--- src/rtl/stage_mem.sv ---
// MEM pipeline stage plus MEM/WB register.
// Drives the data-memory handshake and stalls upstream while busy.
package rv32i_types_pkg;
    typedef struct packed {
        logic       load_regfile;
        logic [4:0] rd;
        logic       mem_read;
        logic       mem_write;
        logic [2:0] funct3;
    } rv32i_control_word;
endpackage

module stage_mem
    import rv32i_types_pkg::*;
#(
    parameter int WAIT_LIMIT = 255
) (
    input  logic              clk,
    input  logic              rst,
    input  logic              valid_i,
    input  logic              flush_i,
    input  logic [31:0]       pc_i,
    input  logic [31:0]       alu_out_i,
    input  logic [31:0]       br_en_i,
    input  logic [31:0]       rs2_data_i,
    input  rv32i_control_word cw_i,
    output logic              stall_o,
    output logic [31:0]       dmem_address,
    output logic              dmem_read,
    output logic              dmem_write,
    output logic [31:0]       dmem_wdata,
    output logic [3:0]        dmem_mbe,
    input  logic [31:0]       dmem_rdata,
    input  logic              dmem_resp,
    output logic              wb_valid_o,
    output logic [31:0]       pc_out_o,
    output logic [31:0]       alu_out_o,
    output logic [31:0]       br_en_o,
    output logic [31:0]       mem_rdata_o,
    output rv32i_control_word cw_o,
    output logic              misaligned_o,
    output logic              mem_timeout_o
);
    localparam int CW = (WAIT_LIMIT > 0) ? $clog2(WAIT_LIMIT + 1) : 1;
    localparam logic [CW-1:0] LIM = CW'(WAIT_LIMIT);

    typedef enum logic {IDLE, BUSY} state_t;

    state_t            state;
    logic [CW-1:0]     cnt;
    logic [31:0]       pc_q;
    logic [31:0]       alu_q;
    logic [31:0]       br_q;
    rv32i_control_word cw_q;

    logic [1:0]  off;
    logic        is_mem;
    logic        is_byte;
    logic        is_half;
    logic        is_word;
    logic        misaligned;
    logic        accept;
    logic [31:0] wdata_n;
    logic [3:0]  mbe_n;

    assign off        = alu_out_i[1:0];
    assign is_mem     = cw_i.mem_read | cw_i.mem_write;
    assign is_byte    = (cw_i.funct3[1:0] == 2'b00);
    assign is_half    = (cw_i.funct3[1:0] == 2'b01);
    assign is_word    = cw_i.funct3[1];
    assign misaligned = is_mem & ((is_half & (off == 2'b11)) |
                                  (is_word & (off != 2'b00)));
    assign stall_o    = (state == BUSY);
    assign accept     = valid_i & ~flush_i & ~stall_o;

    // Loads use all four lanes; WB extracts the bytes it needs.
    always_comb begin
        wdata_n = '0;
        mbe_n   = 4'b1111;
        if (cw_i.mem_write) begin
            unique case (1'b1)
                is_byte: begin
                    wdata_n = {4{rs2_data_i[7:0]}};
                    mbe_n   = 4'b0001 << off;
                end
                is_half: begin
                    wdata_n = {2{rs2_data_i[15:0]}};
                    mbe_n   = 4'b0011 << off;
                end
                default: wdata_n = rs2_data_i;
            endcase
        end
    end

    always_ff @(posedge clk) begin
        if (!rst) begin
            state         <= IDLE;
            cnt           <= '0;
            pc_q          <= '0;
            alu_q         <= '0;
            br_q          <= '0;
            cw_q          <= '0;
            dmem_address  <= '0;
            dmem_read     <= 1'b0;
            dmem_write    <= 1'b0;
            dmem_wdata    <= '0;
            dmem_mbe      <= '0;
            wb_valid_o    <= 1'b0;
            pc_out_o      <= '0;
            alu_out_o     <= '0;
            br_en_o       <= '0;
            mem_rdata_o   <= '0;
            cw_o          <= '0;
            misaligned_o  <= 1'b0;
            mem_timeout_o <= 1'b0;
        end else begin
            wb_valid_o <= 1'b0;
            unique case (state)
                IDLE: begin
                    if (accept && is_mem && !misaligned) begin
                        state        <= BUSY;
                        pc_q         <= pc_i;
                        alu_q        <= alu_out_i;
                        br_q         <= br_en_i;
                        cw_q         <= cw_i;
                        dmem_address <= {alu_out_i[31:2], 2'b00};
                        dmem_write   <= cw_i.mem_write;
                        dmem_read    <= cw_i.mem_read & ~cw_i.mem_write;
                        dmem_wdata   <= wdata_n;
                        dmem_mbe     <= mbe_n;
                    end else if (accept) begin
                        wb_valid_o   <= 1'b1;
                        pc_out_o     <= pc_i;
                        alu_out_o    <= alu_out_i;
                        br_en_o      <= br_en_i;
                        cw_o         <= cw_i;
                        mem_rdata_o  <= '0;
                        misaligned_o <= misaligned;
                    end
                end
                BUSY: begin
                    if (dmem_resp) begin
                        state        <= IDLE;
                        cnt          <= '0;
                        wb_valid_o   <= 1'b1;
                        pc_out_o     <= pc_q;
                        alu_out_o    <= alu_q;
                        br_en_o      <= br_q;
                        cw_o         <= cw_q;
                        mem_rdata_o  <= dmem_write ? '0 : dmem_rdata;
                        misaligned_o <= 1'b0;
                        dmem_read    <= 1'b0;
                        dmem_write   <= 1'b0;
                    end else if (WAIT_LIMIT != 0 && cnt != LIM) begin
                        // The access keeps waiting; only the flag is sticky.
                        cnt <= cnt + 1'b1;
                        if (cnt + 1'b1 == LIM) mem_timeout_o <= 1'b1;
                    end
                end
            endcase
        end
    end
endmodule
--- config.mk ---
export PLATFORM = sky130hd
export DESIGN_NAME = stage_mem
export DESIGN_NICKNAME = d
export VERILOG_FILES = /design/src/rtl/stage_mem.sv
export SDC_FILE = /design/constraint.sdc
export NUM_CORES = 1
export LEC_CHECK = 0
export ABC_AREA = 1
export BUFFER_PORTS_ARGS = -buffer_cell sky130_fd_sc_hd__buf_2
export CORE_ASPECT_RATIO = 1.4
export CORE_MARGIN = 2
export CORE_UTILIZATION = 45
export CTS_CLUSTER_DIAMETER = 30
export DETAILED_ROUTE_END_ITERATION = 6
export GPL_TIMING_DRIVEN = 1
export PLACE_DENSITY = 0.82
export SYNTH_ARGS = -nofsm -noshare
export SYNTH_HDL_FRONTEND = slang
export SYNTH_SLANG_ARGS = --single-unit
--- constraint.sdc ---
create_clock -name clk -period 2.5 [get_ports clk]
set_input_delay 0.5 -clock clk [delete_from_list [all_inputs] [get_ports clk]]
set_output_delay 0.5 -clock clk [all_outputs]
set_load 0.05 [all_outputs]
==> metrics, run 1 <==
nets=2226; post-cts sizing count=0; clk_skew=10.5 ps; Final ANT Viol Nets=0; clock network fraction of total power=48.0%; critical path arrival=1620 ps; Reg power frac=36.2%; Distinct cells, synth=29; Clock transition at path regs=60 ps; Setup crit start kind=flip-flop; Clock Tree Root=clkbuf_16; Hold/Removal Path Class=input pin to flip-flop; Post-synth EDFFs=0; Seq/Total Area, Yosys=46.9%; delay of the slowest cell on the worst path=370 ps; Setup crit end kind=primary output; period utilization=84.9%; power density cells=884 mW/mm^2; Slew @ Worst Pin=942 ps; row count=72; P_sw=4.22 mW; Setup Total Neg Slack=0 ps; TritonCTS clock tree=yes; post-synthesis xor/xnor area fraction=0%; drt first pass iters=5; #FFs+latches synth=296; layout cells sized above 1=24.1%; Async S/R FF share, synth=0%; Die ar.=0.0294 mm^2; via count=12300; Core ar.=0.0277 mm^2; R2R Setup Slk=630 ps; Max-Cap Viols=0; status=complete, no violations; maximum clock rate=471 MHz; Mean Syn Cell Area=7.25 um^2; Max-Slew Margin vs Limit=37.2%; Final Hold Fails=0; simple-gate share of the synthesized area=29.5%; Syn. warnings=0; cell count after synthesis=1743; critical path, cell by cell=buf_12 > buf_2; total CTS buffers=49; buffer depth of the longest clock path=3; Synth Area in Compound Gates=8.03%; switching part of the total power=29.5%; mux contribution to synthesized area=8.00%; Tmin final=2120 ps; Setup Buffers After CTS=0; DP Cell Count=2367; worst skew pair latency=550 ps; Post-Syn Area=0.0126 mm^2; DRC Markers=0; largest family of logic cells by synthesized area=simple AND/OR/NAND/NOR gates; drt wl/cell=14.4 um; CTS Hold Bufs=0; I/O Buffers=386; internal power=10.1 mW; total grt overflow=0; Detailed Route WL=35300 um; combinational share of power=15.7%; P_leak=7.67 nW; Post-Layout Cell Count=2461; htree depth=2; Pins Over Slew Limit=0; I/O pin count=389; placed wire-length estimate=23300 um; area grow syn2layout=28.3%; first-pass GRT wire length=56600 um; slowest stage cell, crit path=dfxtp_4; Die Width=146 um; DRT iter0 DRCs=648; unrepaired setup endpoints after global routing=false; vias in the first global route=11800; endpoints failing setup=0; via/cell ratio=5.01; WP data required=2000 ps; gr usage total=23.0%; antenna violations before repair=3; VDD IR-drop max=580 uV; predominant post-synthesis flop cell=dfxtp_1; Crit Path Class=flip-flop to primary output; die height=202 um; Post-Synth Adder-Cell Area=0.198%; Initial Util=45.7%; largest net degree at the start of global routing=126; RD Place Congestion=0.882; clk sinks=296; Max FO, Critical Path=62
[per-stage QoR]
stage               area (um^2)  util [%]  hold slack (ps)  setup WS [ps]  total power [mW]
floorplan                 12600         -              441            642              6.96
global placement          14500      52.3              437            395              7.47
detailed placement        14500      52.3              438            314              7.53
CTS                       16200      58.6              170            323              14.4
global route              16200      58.6              184            289              14.9
finish                    16200      58.6              199            376              14.3
[layout make-up]
type	instances	area (um^2)
inverters	24	92.6
well taps	370	463
repair buffers	403	2190
diodes	5	12.5
flip-flops and latches	296	5930
multi-input cells	1274	5800
clock inverters	29	355
fillers	2489	11400
clock buffers	60	1370
[power by group through the flow]
stage | Clock (mW) | Sequential (mW) | Combinational [mW]
detailed placement | 0 | 5.28 | 2.25
global route | 7.20 | 5.22 | 2.43
global placement | 0 | 5.26 | 2.21
CTS | 6.99 | 5.19 | 2.26
finish | 6.88 | 5.19 | 2.25
floorplan | 0 | 5.98 | 0.979
[sequential cells by signal, summed over array words and instances, names as in the netlist]
signal         count
cnt                8
br_en_o           32
stall_o            1
alu_out_o         32
pc_q              32
mem_rdata_o       32
br_q              32
wb_valid_o         1
pc_out_o          32
mem_timeout_o      1
cw_o              11
dmem_write         1
dmem_mbe           4
misaligned_o       1
cw_q              11
dmem_read          1
dmem_wdata        32
alu_q             32
[layer usage]
metal	part of all wire [%]	vias to the layer above	global-route usage, %	wire (um)
li1	-	6116	-	-
met1	39	5667	25.7	13800
met2	50	463	41.1	17800
met3	6.4	93	4.88	2270
met4	4.3	0	11.8	1520
met5	0	-	0	0
[final timing paths]
check / startpoint / cells after the start / endpoint
max reg2reg: stall_o$_SDFF_PN0_ / 6 / dmem_wdata[24]$_SDFFE_PN0P_
min: br_en_i[29] / 3 / br_q[29]$_SDFFE_PN0P_
min reg2reg: dmem_wdata[9]$_SDFFE_PN0P_ / 2 / dmem_wdata[9]$_SDFFE_PN0P_
max: stall_o$_SDFF_PN0_ / 2 / stall_o
[worst max-delay path: cells and delay by family (launching register included)]
kind / cells / cell delay [ps]
flip-flops: 1 / 370
buffers and inverters: 2 / 700
[cell usage in the layout, fill, tap and decap left out, types with 2 or more instances in the layout]
cell type   Yosys  final
o21bai_1        2      2
clkbuf_1       63      3
nand3_1        39     39
clkinv_4        0      4
nand4_1         4      4
nor2_2          1      2
a21oi_1        70     70
buf_12          0     10
bufinv_16       0      5
dfxtp_1       296    295
buf_2          34    385
inv_8           0      3
clkinv_2        0      3
clkbuf_8        0      6
ha_1            2      2
buf_4          43      7
or2_2           2      2
nand2_1       399    399
mux2i_1       101    101
conb_1          1      2
inv_2           4      4
inv_1          20     19
nor3_1          3      3
o21ai_0       114    114
clkinvlp_4      0      7
diode_2         0      5
clkbuf_16       0     51
nor2_1        522    521
o22ai_1         3      3
inv_6           0      6
a211oi_1        4      4
[cell families after synthesis]
| group | Yosys count |
|---|---|
| AOI/OAI and AO/OA | 197 |
| muxes | 101 |
| adders and majority gates | 2 |
| buffers and inverters | 174 |
| DFF | 296 |
| other | 1 |
| and+or+nand+nor | 972 |
[cell usage after synthesis, types with 9 or more instances]
library cell,number,area (um^2)
o21ai_0,114,571
nand3_1,39,195
buf_4,43,323
clkbuf_1,63,236
dfxtp_1,296,5930
mux2i_1,101,1010
inv_1,20,75.1
nand2_1,399,1500
buf_6,9,101
a21oi_1,70,350
buf_2,34,170
nor2_1,522,1960
Power figures use the tool's default switching activity.
==> run 2: changes to the inputs <==
- ABC_AREA: 1 -> 0
- PLACE_DENSITY: 0.82 -> 0.81
- clock period: 2.5 -> 2.14 ns (I/O delays scaled with it)
==> run 2 against run 1 <==
Effect of this change:
- global-route usage grew 2.1 points
- die area grew 0.62%
- register-to-register slack lost 380 ps
- power grew 15%
- clock skew grew 7.8 ps
- sequential share of layout area shrank 1.1 points
- utilization grew 1.7 points
- critical endpoint is now cnt[2]$_SDFFE_PN0P_
- setup slack lost 130 ps
- first-iteration DRC count grew 14%
- clock-buffer cell count shrank 5
- largest cell class is now multi-input gates
- routed wire length grew 9.4%
==> metrics, run 2 <==
combinational share of power=11.8% (-3.9 points); RD Place Congestion=0.843 (-4.4%); share of Yosys cell area claimed by the top area cell type=46.6% (-0.30 points); DRT iter0 DRCs=740 (+14%); htree depth=2 (unchanged); buffer depth of the longest clock path=3 (unchanged); #FFs+latches synth=296 (unchanged); hold path depth=3 (unchanged); Max-Cap Viols=0 (unchanged); total grt overflow=0 (unchanged); TritonCTS clock tree=yes; cell count after synthesis=1455 (-17%); Distinct cells, synth=44 (+52%); row count=72 (unchanged); P_leak=6.66 nW (-13%); clock network fraction of total power=52.7% (+4.7 points); VDD IR-drop max=734 uV (+27%); vias in the first global route=12200 (+3.7%); period utilization=88.4%; Core ar.=0.0277 mm^2 (+0.33%); Tmin final=1890 ps; Clock transition at path regs=60 ps (about the same); drt wl/cell=17.8 um (+24%); via count=12300 (-0.39%); DRC Markers=0 (unchanged); status=complete, no violations; Hold/Removal Path Class=input pin to flip-flop; Max-Slew Margin vs Limit=51.7% (+14 points); nets=1932 (-13%); internal power=11.9 mW (+18%); largest net degree at the start of global routing=82 (-35%); placed wire-length estimate=24700 um (+5.7%); Final Hold Fails=0 (unchanged); Setup Buffers After CTS=0 (unchanged); maximum clock rate=529 MHz; Mean Syn Cell Area=8.74 um^2 (+21%); worst skew pair latency=550 ps (about the same); Post-synth EDFFs=0 (unchanged); Setup Total Neg Slack=0 ps (unchanged); Seq/Total Area, Yosys=46.6% (-0.30 points); gr usage total=25.1% (+2.1 points); cells taking the most area after synthesis=dfxtp_1 (47%), mux2i_1 (9.0%), nand2_1 (8.7%), o211ai_1 (8.3%), a21oi_1 (7.2%); Max FO, Critical Path=9 (-85%); reg2reg path depth=5 (-1); via/cell ratio=5.66 (+13%); endpoints failing setup=0 (unchanged); Clock Tree Root=clkbuf_16; clk_skew=18.3 ps (+7.80 ps); Async S/R FF share, synth=0% (unchanged); P_sw=4.48 mW (+6.1%); Setup crit start kind=flip-flop; Die Width=146 um (+0.31%); Synth area leader=dfxtp_1; Syn. warnings=0 (unchanged); power density cells=981 mW/mm^2 (+11%); Pins Over Slew Limit=0 (unchanged); first-pass GRT wire length=61900 um (+9.3%); Final WS setup=248 ps (-128 ps); predominant post-synthesis flop cell=dfxtp_1; Hold WS=107 ps (-92.3 ps); WP data required=2600 ps (+600 ps); Reg power frac=35.5% (-0.7 points); I/O pin count=389 (unchanged); Die ar.=0.0296 mm^2 (+0.62%); unrepaired setup endpoints after global routing=false; Final ANT Viol Nets=0 (unchanged); Commonest cells post-synth=dfxtp_1 (296), nand2_1 (295), a21oi_1 (182); Setup crit end kind=flip-flop; Detailed Route WL=38700 um (+9.4%); critical path arrival=2350 ps (+730 ps); Slew @ Worst Pin=724 ps (-217 ps); layout cells sized above 1=30.6% (+6.5 points); area grow syn2layout=31.6%; antenna violations before repair=5 (+2); commonest non-fill, non-tap cell in the layout=buf_2; drt first pass iters=4 (-1); most frequent cells in the layout=buf_2 (385), nand2_1 (295), dfxtp_1 (295); most numerous cell in the Yosys netlist=dfxtp_1; Post-Place Worst Slack=58.8 ps (-255 ps); Initial Util=45.8% (+0.14 points); switching part of the total power=27.3% (-2.2 points); I/O Buffers=386 (unchanged); Crit Path Class=flip-flop to flip-flop; Post-Syn Area=0.0127 mm^2 (+0.63%); total CTS buffers=50 (+2.0%); clk sinks=296 (unchanged); die height=203 um (+0.31%)
## run 2: cell count changes after synthesis, sizes merged, moves of 13 or more
| cell | change |
|---|---|
| nand2 | -105 |
| buf | -15 |
| a21oi | +111 |
| clkbuf | +47 |
| o31ai | +108 |
| mux2i | +13 |
| inv | -17 |
| o211ai | +139 |
| o21ai | -103 |
| nor2 | -510 |
| mux2 | +16 |
## run 2: power groups by stage
stage	Sequential [mW]	Combinational (mW)	Clock, mW
floorplan	6.37	0.844	0
global placement	5.93	1.89	0
detailed placement	5.94	1.92	0
CTS	5.82	1.93	8.78
global route	5.84	2.05	9.03
finish	5.82	1.93	8.65
## run 2: final timing paths
path | slack (ps) | endpoint | start
worst max register to register | 250 | cnt[2]$_SDFFE_PN0P_ | cnt[0]$_SDFFE_PN0P_
worst max-delay path | 250 | cnt[2]$_SDFFE_PN0P_ | cnt[0]$_SDFFE_PN0P_
worst min register to register | 450 | dmem_wdata[23]$_SDFFE_PN0P_ | dmem_wdata[23]$_SDFFE_PN0P_
worst min-delay path | 110 | mem_rdata_o[14]$_SDFFE_PN0P_ | dmem_rdata[14]
## run 2: critical path, cell delays in order (launching register included)
cell,delay (ps)
dfxtp_1,470
ha_1,390
nand3_1,160
or2_2,310
a31o_2,240
a211oi_1,210
## run 2: cells by family (layout without fill, tap and decap cells)
| group | Yosys count | after routing | synth area share [%] |
|---|---|---|---|
| adders and majority gates | 2 | 2 | 0.197 |
| DFF | 296 | 296 | 46.6 |
| AOI/OAI and AO/OA | 465 | 465 | 23.9 |
| buffers and inverters | 189 | 528 | 7.03 |
| xor gates and xnor gates | 2 | 2 | 0.138 |
| and+or+nand+nor | 370 | 370 | 11.8 |
| muxes | 130 | 130 | 10.4 |
| other | 1 | 8 | 0.0295 |
## run 2: layout make-up
cell class                 instances  area [um^2]
clock buffer                      55         1320
tap                              370          463
fill                            2328        11000
antenna                            6         15.0
multi-input combinational        971         5940
timing repair buffer             428         2500
sequential                       296         5930
clock inverter                    38          529
inverter                           7         33.8
## run 2: what timing repair did
item / CTS / global route
hold endpoints to repair: 0 / 0
setup endpoints to repair: 0 / 1
gates resized for setup: 0 / 1
hold buffers: 0 / 0
## run 2: stage by stage
step                      total power, mW  std cells  cell area (um^2)  utilization (%)
after floorplan                      7.22       1456             12700                -
after global placement               7.82       2072             14900             53.6
after detailed placement             7.85       2072             14900             53.6
after CTS                            16.5       2165             16700             60.2
after global routing                 16.9       2170             16700             60.3
final                                16.4       2171             16700             60.3
## run 2: layer usage
layer  share of wire (%)  GRT usage (%)  vias up  wire length, um
li1                    -              -     5803                -
met4                 5.4           14.8        0             2100
met2                  50           43.6      505            19500
met3                 6.7           5.98      136             2600
met1                  37           28.0     5847            14500
met5                   0              0        -                0
